===== src/rtl/generic_fifo_pkg.sv =====
// Shared types and width helpers for the generic valid/grant FIFO.
package generic_fifo_pkg;

  // Control states; encoding 2'd3 is unused and recovers to FIFO_EMPTY.
  typedef enum logic [1:0] {
    FIFO_EMPTY  = 2'd0,
    FIFO_MIDDLE = 2'd2,
    FIFO_FULL   = 2'd1
  } fifo_state_e;

  // Width of a fill-level counter able to hold 0..depth.
  function automatic int fifo_cnt_w(input int depth);
    return $clog2(depth + 1);
  endfunction

  // Width of a pointer addressing 0..depth-1 (at least one bit).
  function automatic int fifo_ptr_w(input int depth);
    return (depth > 1) ? $clog2(depth) : 1;
  endfunction

endpackage


===== src/rtl/generic_fifo_ptr.sv =====
// Wrapping FIFO pointer: clears on clr_i, steps on inc_i, and wraps
// DEPTH-1 -> 0 by explicit compare so non power-of-two depths work.
module generic_fifo_ptr
  import generic_fifo_pkg::*;
#(
  parameter int DEPTH = 8,
  parameter int PW    = fifo_ptr_w(DEPTH)
) (
  input  logic          clk,
  input  logic          rst_n,
  input  logic          clr_i,
  input  logic          inc_i,
  output logic [PW-1:0] ptr_o
);

  logic [PW-1:0] ptr_q;
  logic [PW-1:0] ptr_d;

  // Next pointer value: clear wins over increment, wrap at the last entry.
  always_comb begin
    ptr_d = ptr_q;
    if (clr_i) begin
      ptr_d = {PW{1'b0}};
    end else if (inc_i) begin
      if (ptr_q == PW'(DEPTH - 1)) begin
        ptr_d = {PW{1'b0}};
      end else begin
        ptr_d = ptr_q + PW'(1'b1);
      end
    end else begin
      ptr_d = ptr_q;
    end
  end

  // Pointer register with synchronous active-low reset.
  always_ff @(posedge clk) begin
    if (!rst_n) begin
      ptr_q <= {PW{1'b0}};
    end else begin
      ptr_q <= ptr_d;
    end
  end

  assign ptr_o = ptr_q;

endmodule


===== src/rtl/generic_fifo_lvl.sv =====
// Parametrised valid/grant FIFO with fill level, programmable almost
// flags and synchronous flush. Any depth >= 2 is supported.
// Optional zero-latency fall-through when GENERIC_FIFO_LVL_BYPASS_EN is
// defined; without it the FIFO has strict one-cycle latency and no
// combinational path from inputs to outputs.
module generic_fifo_lvl
  import generic_fifo_pkg::*;
#(
  parameter int DATA_WIDTH      = 32,
  parameter int DATA_DEPTH      = 8,
  parameter int ALMOST_FULL_TH  = 6,
  parameter int ALMOST_EMPTY_TH = 2
) (
  input  logic                                clk,
  input  logic                                rst_n,
  input  logic                                flush_i,
  input  logic [DATA_WIDTH-1:0]               data_i,
  input  logic                                valid_i,
  output logic                                grant_o,
  output logic [DATA_WIDTH-1:0]               data_o,
  output logic                                valid_o,
  input  logic                                grant_i,
  output logic [fifo_cnt_w(DATA_DEPTH)-1:0]   count_o,
  output logic                                full_o,
  output logic                                empty_o,
  output logic                                almost_full_o,
  output logic                                almost_empty_o
);

  localparam int CW = fifo_cnt_w(DATA_DEPTH);
  localparam int PW = fifo_ptr_w(DATA_DEPTH);

  fifo_state_e          state_q;
  fifo_state_e          state_d;
  logic [CW-1:0]        count_q;
  logic [CW-1:0]        count_d;
  logic                 af_q;
  logic                 af_d;
  logic                 ae_q;
  logic                 ae_d;

  logic [PW-1:0]        rd_ptr_s;
  logic [PW-1:0]        wr_ptr_s;
  logic                 stored_valid_s;
  logic                 bypass_s;
  logic                 push_s;
  logic                 pop_s;
  logic                 store_s;
  logic                 illegal_s;
  logic                 clr_s;

  // Storage is deliberately not reset; data_o is masked while invalid.
  logic [DATA_WIDTH-1:0] mem_q [DATA_DEPTH];

  // Handshake flags are decoded from the registered state only.
  assign stored_valid_s = (state_q != FIFO_EMPTY);
  assign grant_o        = (state_q != FIFO_FULL);
  assign empty_o        = (state_q == FIFO_EMPTY);
  assign full_o         = (state_q == FIFO_FULL);
  assign illegal_s      = (state_q != FIFO_EMPTY) && (state_q != FIFO_MIDDLE) &&
                          (state_q != FIFO_FULL);

`ifdef GENERIC_FIFO_LVL_BYPASS_EN
  // Fall-through: an empty FIFO presents the incoming word directly.
  assign bypass_s = (state_q == FIFO_EMPTY) & valid_i & ~flush_i;
`else
  assign bypass_s = 1'b0;
`endif

  assign valid_o = stored_valid_s | bypass_s;
  assign data_o  = stored_valid_s ? mem_q[rd_ptr_s] :
                   (bypass_s ? data_i : {DATA_WIDTH{1'b0}});

  // A handed-through word (bypass with consumer ready) is never stored.
  assign push_s  = valid_i & grant_o;
  assign pop_s   = stored_valid_s & grant_i;
  assign store_s = push_s & ~(bypass_s & grant_i);
  assign clr_s   = flush_i | illegal_s;

  // Next state, fill level and almost flags; flush overrides any traffic.
  always_comb begin
    state_d = state_q;
    count_d = count_q;
    if (flush_i) begin
      state_d = FIFO_EMPTY;
      count_d = {CW{1'b0}};
    end else begin
      case (state_q)
        FIFO_EMPTY: begin
          count_d = count_q + CW'(store_s);
          if (store_s) begin
            state_d = FIFO_MIDDLE;
          end else begin
            state_d = FIFO_EMPTY;
          end
        end
        FIFO_MIDDLE: begin
          count_d = count_q + CW'(store_s) - CW'(pop_s);
          if (store_s && !pop_s && (count_q == CW'(DATA_DEPTH - 1))) begin
            state_d = FIFO_FULL;
          end else if (pop_s && !store_s && (count_q == CW'(1))) begin
            state_d = FIFO_EMPTY;
          end else begin
            state_d = FIFO_MIDDLE;
          end
        end
        FIFO_FULL: begin
          count_d = count_q - CW'(pop_s);
          if (pop_s) begin
            state_d = FIFO_MIDDLE;
          end else begin
            state_d = FIFO_FULL;
          end
        end
        default: begin
          state_d = FIFO_EMPTY;
          count_d = {CW{1'b0}};
        end
      endcase
    end
    af_d = (count_d >= CW'(ALMOST_FULL_TH));
    ae_d = (count_d <= CW'(ALMOST_EMPTY_TH));
  end

  // State, level and flag registers with synchronous active-low reset.
  always_ff @(posedge clk) begin
    if (!rst_n) begin
      state_q <= FIFO_EMPTY;
      count_q <= {CW{1'b0}};
      af_q    <= 1'b0;
      ae_q    <= 1'b1;
    end else begin
      state_q <= state_d;
      count_q <= count_d;
      af_q    <= af_d;
      ae_q    <= ae_d;
    end
  end

  // Write port of the storage array; flushed and reset cycles drop the word.
  always_ff @(posedge clk) begin
    if (store_s && !flush_i && rst_n) begin
      mem_q[wr_ptr_s] <= data_i;
    end
  end

  generic_fifo_ptr #(
    .DEPTH (DATA_DEPTH),
    .PW    (PW)
  ) u_wr_ptr (
    .clk   (clk),
    .rst_n (rst_n),
    .clr_i (clr_s),
    .inc_i (store_s),
    .ptr_o (wr_ptr_s)
  );

  generic_fifo_ptr #(
    .DEPTH (DATA_DEPTH),
    .PW    (PW)
  ) u_rd_ptr (
    .clk   (clk),
    .rst_n (rst_n),
    .clr_i (clr_s),
    .inc_i (pop_s),
    .ptr_o (rd_ptr_s)
  );

  assign count_o        = count_q;
  assign almost_full_o  = af_q;
  assign almost_empty_o = ae_q;

endmodule


===== config.mk =====
export PLATFORM = sky130hd
export DESIGN_NAME = generic_fifo_lvl
export DESIGN_NICKNAME = d
export VERILOG_FILES = /design/src/rtl/generic_fifo_pkg.sv /design/src/rtl/generic_fifo_ptr.sv /design/src/rtl/generic_fifo_lvl.sv
export SDC_FILE = /design/constraint.sdc
export NUM_CORES = 1
export LEC_CHECK = 0
export CORE_UTILIZATION = 45
export CTS_CLUSTER_SIZE = 24
export DETAILED_ROUTE_END_ITERATION = 12
export HOLD_SLACK_MARGIN = 0.08
export PLACE_DENSITY = 0.66
export RECOVER_POWER = 25
export SLEW_MARGIN = 10
export SYNTH_ARGS = -nofsm -noshare
export SYNTH_HDL_FRONTEND = slang
export SYNTH_HIERARCHICAL = 1
export SYNTH_SLANG_ARGS = --single-unit

===== constraint.sdc =====
create_clock -name clk -period 4 [get_ports clk]
set_input_delay 0.4 -clock clk [delete_from_list [all_inputs] [get_ports clk]]
set_output_delay 0.4 -clock clk [all_outputs]
set_load 0.05 [all_outputs]

## Word level (Yosys, flattened, before mapping)

Memories as Yosys holds them, arrays and structs flattened. A register that Yosys moved wholly into a read port is not among the register bits.
Index checks and enable logic that the tools add are counted.
W data, S select, Z words.

- $add $sub $neg: 5
- Multiply operators: 0
- Divide/modulo/power cells: 0
- $lt $le $gt $ge: 2
- Equality and inequality tests: 8
- Shift operators: 0
- Multiplexer cells: 14
- Bitwise operators: 4
- Reductions and logical operators: 15

Operators by type and width:

| operator | number |
|---|---|
| $mux W32 | 1 |
| $mux W3 | 4 |
| $pmux W4 S3 | 1 |
| $logic_and A1 B1 Y1 | 8 |
| $mux W2 | 4 |
| $sub A4 B1 Y4 | 2 |
| $add A3 B1 Y3 const B | 2 |
| $eq A3 B3 Y1 const B | 2 |
| $pmux W2 S3 | 1 |
| $add A4 B1 Y4 | 1 |
| $eq A4 B1 Y1 const B | 1 |
| $eq A4 B3 Y1 const B | 1 |
| $ge A4 B3 Y1 const B | 1 |
| $le A4 B2 Y1 const B | 1 |
| $mux W4 | 1 |
| $reduce_or A2 Y1 | 2 |
| $logic_not A1 Y1 | 3 |
| $and A1 B1 Y1 | 2 |
| $eq A2 B1 Y1 const B | 1 |
| $eq A2 B2 Y1 const B | 1 |
| $logic_not A2 Y1 | 1 |
| $mux W1 | 2 |
| $ne A2 B1 Y1 const B | 1 |
| $ne A2 B2 Y1 const B | 1 |
| other kinds (3) | 3 |

- Bits in registers: 14
- Bits in latches: 0
- Memory bits (writable): 256
- Bits in read-only memories: 0
- Bits of input ports: 37
- Output and inout port bits: 42
- Logic and storage cells: 55
- Memories: 1

Memory list:

| memory | words | width | read ports | clocked after Yosys merged registers in | write ports | line | RTL |
|---|---|---|---|---|---|---|---|
| mem_q | 8 | 32 | 1 | 1 | 1 | generic_fifo_lvl.sv:53 | `logic [DATA_WIDTH-1:0] mem_q [DATA_DEPTH];` |

## Longest topological paths before layout

- Depth in word-level cells: 8
- Depth in mapped cells: 14
- Depth with buffers taken out: 13

## Cells and area by module

Netlist, hierarchy kept.

By module, submodules not included:

| module | instances | cells an instance | area an instance (sq um) | sequential area each (sq um) |
|---|---|---|---|---|
| generic_fifo_lvl | 1 | 489 | 10351.2 | 7847.5 |
| generic_fifo_ptr | 2 | 14 | 147.6 | 60.1 |

## Least setup slack after synthesis

No wires, ideal clock.

- Path kind: register to register
- Start point: reg state_q[1]
- End point: mem mem_q[0][0] (enable)
- Arrival: 4028 ps
- Path slack: -490 ps
- Cell stages (with the launch flop): 7
- Buffers on the path: 1
- Clock period less this slack: 4490 ps
- Path through: dfxtp_1 -> inv_1 -> ha_1 -> buf_2 -> nand2b_1 -> or4b_1 -> nor3_1

- Cells in the longest elaborated chain, start to end: 6

RTL lines:

| element | line | RTL |
|---|---|---|
| start, declared | generic_fifo_lvl.sv:33 | `fifo_state_e state_q;` |
| start signal, assigned | generic_fifo_lvl.sv:133 | `state_q <= state_d;` |
| $ne A2 B1 Y1 | generic_fifo_lvl.sv:57 | `assign grant_o = (state_q != FIFO_FULL);` |
| $and A1 B1 Y1 | generic_fifo_lvl.sv:75 | `assign push_s = valid_i & grant_o;` |
| $logic_and A1 B1 Y1 (2 in a row) | generic_fifo_lvl.sv:142 | `if (store_s && !flush_i && rst_n) begin` |
| $mux W1 | generic_fifo_lvl.sv:142 |  |
| $mux W1 (not written as such) | generic_fifo_lvl.sv:143 | `mem_q[wr_ptr_s] <= data_i;` |
| end, declared | generic_fifo_lvl.sv:53 |  |

Every way passes these cells.

==> results.cfg <==
[placed_design]
numPortBuffers = 78
dp_hpwl_microns = 12210
finalWeightedCongestion = 0.7422
placedInstanceArea_sq_mm = 0.01199
dp_slack_ns = 0.5764
dpl.cell_count = 903

[logic_synthesis]
async_flop_share = 0
synth-seq-cells = 270
synth-edff-count = 256
avgSynthCellArea_sq_um = 20.59
syn-instance-count = 517
ys_warn_count = 6
netlist_area_sq_mm = 0.01065
synthFlopType = edfxtp_1
yosys-top-cells-area = edfxtp_1 (72%), mux4_2 (14%), mux2i_1 (3.4%)
synthesis.nets = 566
synth_sequential_area_ratio = 0.7484
synth_top_cell_by_area = edfxtp_1
synth_top_area_share = 0.7221
synth.distinct_cells = 39

[clocking]
cts_resized = 0
clock_sinks = 270
root_buffer = clkbuf_16
cts_tree = built
clk-insertion-delay-late_ns = 0.54
clk_pin_slew_ns = 0.06
ctsHoldBuffers = 0
clockBufferDepth = 3
cts-buffers-inserted = 28
htreeDepth = 1
cts_setup_buffers = 0

[layout]
layout_commonest_cell = edfxtp_1
drive_above_1_share = 0.2179
utilization = 0.5622
fin_area_sq_mm = 0.01288
fill_cells = 1729
finalNetCount = 669
finalNonFillerCells = 952
final_cell_mix = edfxtp_1 (256), mux4_2 (64), clkdlybuf4s50_1 (58)
area_growth_pct = 21.01

[global_route]
antenna_found_initial = 2
grtUsageMet2 = 0.3114
grt.busiest_layer = met2
met1_usage = 0.2312
grt_pass1_wl_microns = 31960
grt_usage = 0.1779
grt-ovfl-total = 0
grt_pass1_vias = 5533
grt_max_degree = 37
grt_util_met3 = 0.02583

[critical_path]
worstSetupStartpointType = flip-flop
end_kind = output pin
crit_family = buffers and inverters
path_class = reg2out
worst-path-buf-inv = 2
max_stage_delay_ns = 0.79
cp.required_ns = 3.60
cp_cell_sequence = buf_4, mux4_2, mux2i_1, nor2_1, clkdlybuf4s50_1
path_max_fanout = 33
crit_path_top_delay_cell = dfxtp_4
crit_arrival_ns = 3.16

[timing]
skew_ns = 0.008892
slew_viol_final = 0
hold_violations = 0
timing.slew.headroom = 0.3239
tightest_slew_ns = 1.014
fin_ws_ns = 0.4379
timing.fmax_ghz = 0.2807
fin_tns_setup_ns = 0
min_period_ns = 3.562
finalCritPeriodShare = 0.8905
rsz0062_at_grt = no
final-setup-viol-count = 0

[detailed_routing]
vias_per_cell = 5.404
drtIter0Drc = 272
drc = 0
vias = 5145
avgRoutedWirePerCell_microns = 21.93
ant_nets = 0
first_pass_iters = 4
wl_microns = 20870

[pwr]
p_clk_frac = 0.432
cellInternalPower_mw = 4.725
p_sw_frac = 0.1934
ir_drop_mv = 0.2755
pwr-share-comb = 0.036
p_leak_nw = 3.957
power.switching_mw = 1.133
p_per_area_mw_per_mm2 = 454.7
pwr-share-seq = 0.532

[floorplan]
io_pins = 79
die_x_microns = 155.8
fp-row-count = 55
coreArea_sq_mm = 0.02292
die_area_sq_mm = 0.02428
fp.dieH_microns = 155.8
start_util = 0.4646

[run]
max_cap_viol_count = 0

[worst_hold_path]
hp-class = reg2reg

[status]
status = complete, no violations
-- worst paths after layout --
kind                                   from                              to  slack (ns)  depth (start not counted)
max          u_rd_ptr/ptr_o[0]$_SDFFE_PP0P_                      data_o[21]        0.44                          5
min          u_wr_ptr/ptr_o[0]$_SDFFE_PP0P_  u_wr_ptr/ptr_o[0]$_SDFFE_PP0P_        0.55                          2
min reg2reg  u_wr_ptr/ptr_o[0]$_SDFFE_PP0P_  u_wr_ptr/ptr_o[0]$_SDFFE_PP0P_        0.55                          2
max reg2reg           state_q[1]$_SDFF_PP0_        almost_full_o$_SDFF_PN0_        0.56                         12
-- sequential cells by signal, summed over array words and instances (netlist names) --
register / flops
almost_empty_o: 1
almost_full_o: 1
count_o: 4
mem_q: 256
state_q: 2
u_rd_ptr/ptr_o: 3
u_wr_ptr/ptr_o: 3
-- Yosys cell counts (2+ instances only) --
master    count
edfxtp_1    256
mux4_2       64
nor2_1       48
mux2i_1      36
dfxtp_1      14
buf_2        12
clkbuf_1     12
ha_1         12
nand2b_1      9
inv_1         7
a21oi_1       4
nor3_1        4
a22oi_1       3
nand2_1       3
or3b_1        3
xnor2_1       3
a21oi_2       2
nand3b_1      2
nor2b_1       2
nor4b_1       2
-- final cells by class --
| cell class | instances | area, sq um | share of cell area |
|---|---|---|---|
| Sequential cell | 270 | 7976 | 0.6191 |
| Tap cell | 313 | 391.6 | 0.03040 |
| Multi-Input combinational cell | 215 | 2614 | 0.2029 |
| Inverter | 8 | 30.03 | 0.002331 |
| Antenna cell | 1 | 2.502 | 0.0001942 |
| Clock inverter | 13 | 168.9 | 0.01311 |
| Clock buffer | 35 | 726.9 | 0.05642 |
| Timing Repair Buffer | 97 | 973.4 | 0.07556 |
-- power by group through the flow --
stage	clock network (mW)	registers [mW]	logic, mW
finish	2.53	3.12	0.212
global route	2.69	3.11	0.225
CTS	2.58	3.12	0.217
detailed placement	0	3.17	0.217
global placement	0	3.17	0.209
floorplan	0	3.18	0.104
-- metal layers --
layer / vias to the layer above / wire (microns)
met5: - / 9
met4: 2 / 357
li1: 2315 / -
met2: 114 / 10850
met1: 2685 / 8760
met3: 29 / 895
-- tightest hold or removal path, cell delays in order (launching register included) --
cell and delay [ns]:
dfxtp_1 0.34, nand2b_1 0.10, a21oi_2 0.05
-- per-stage QoR --
stage | total power, mW | hold WS (ns)
floorplan | 3.280 | 0.4616
global placement | 3.382 | 0.5217
detailed placement | 3.391 | 0.5315
CTS | 5.912 | 0.5416
global route | 6.029 | 0.5835
finish | 5.858 | 0.5472
-- cells by family (layout without fill, tap and decap cells) --
| kind of cell | Yosys count | count (layout) | synth area share |
|---|---|---|---|
| adder cells (fa/ha/maj) | 12 | 12 | 0.01410 |
| other | 0 | 1 | 0 |
| buffers and inverters | 32 | 153 | 0.01269 |
| AO/OA/AOI/OAI | 18 | 18 | 0.01328 |
| multiplexers | 100 | 100 | 0.1692 |
| XOR/XNOR | 4 | 4 | 0.003291 |
| AND/OR/NAND/NOR | 81 | 81 | 0.03902 |
| flip-flops | 270 | 270 | 0.7484 |
No activity file was read; power rests on OpenSTA's default activity.
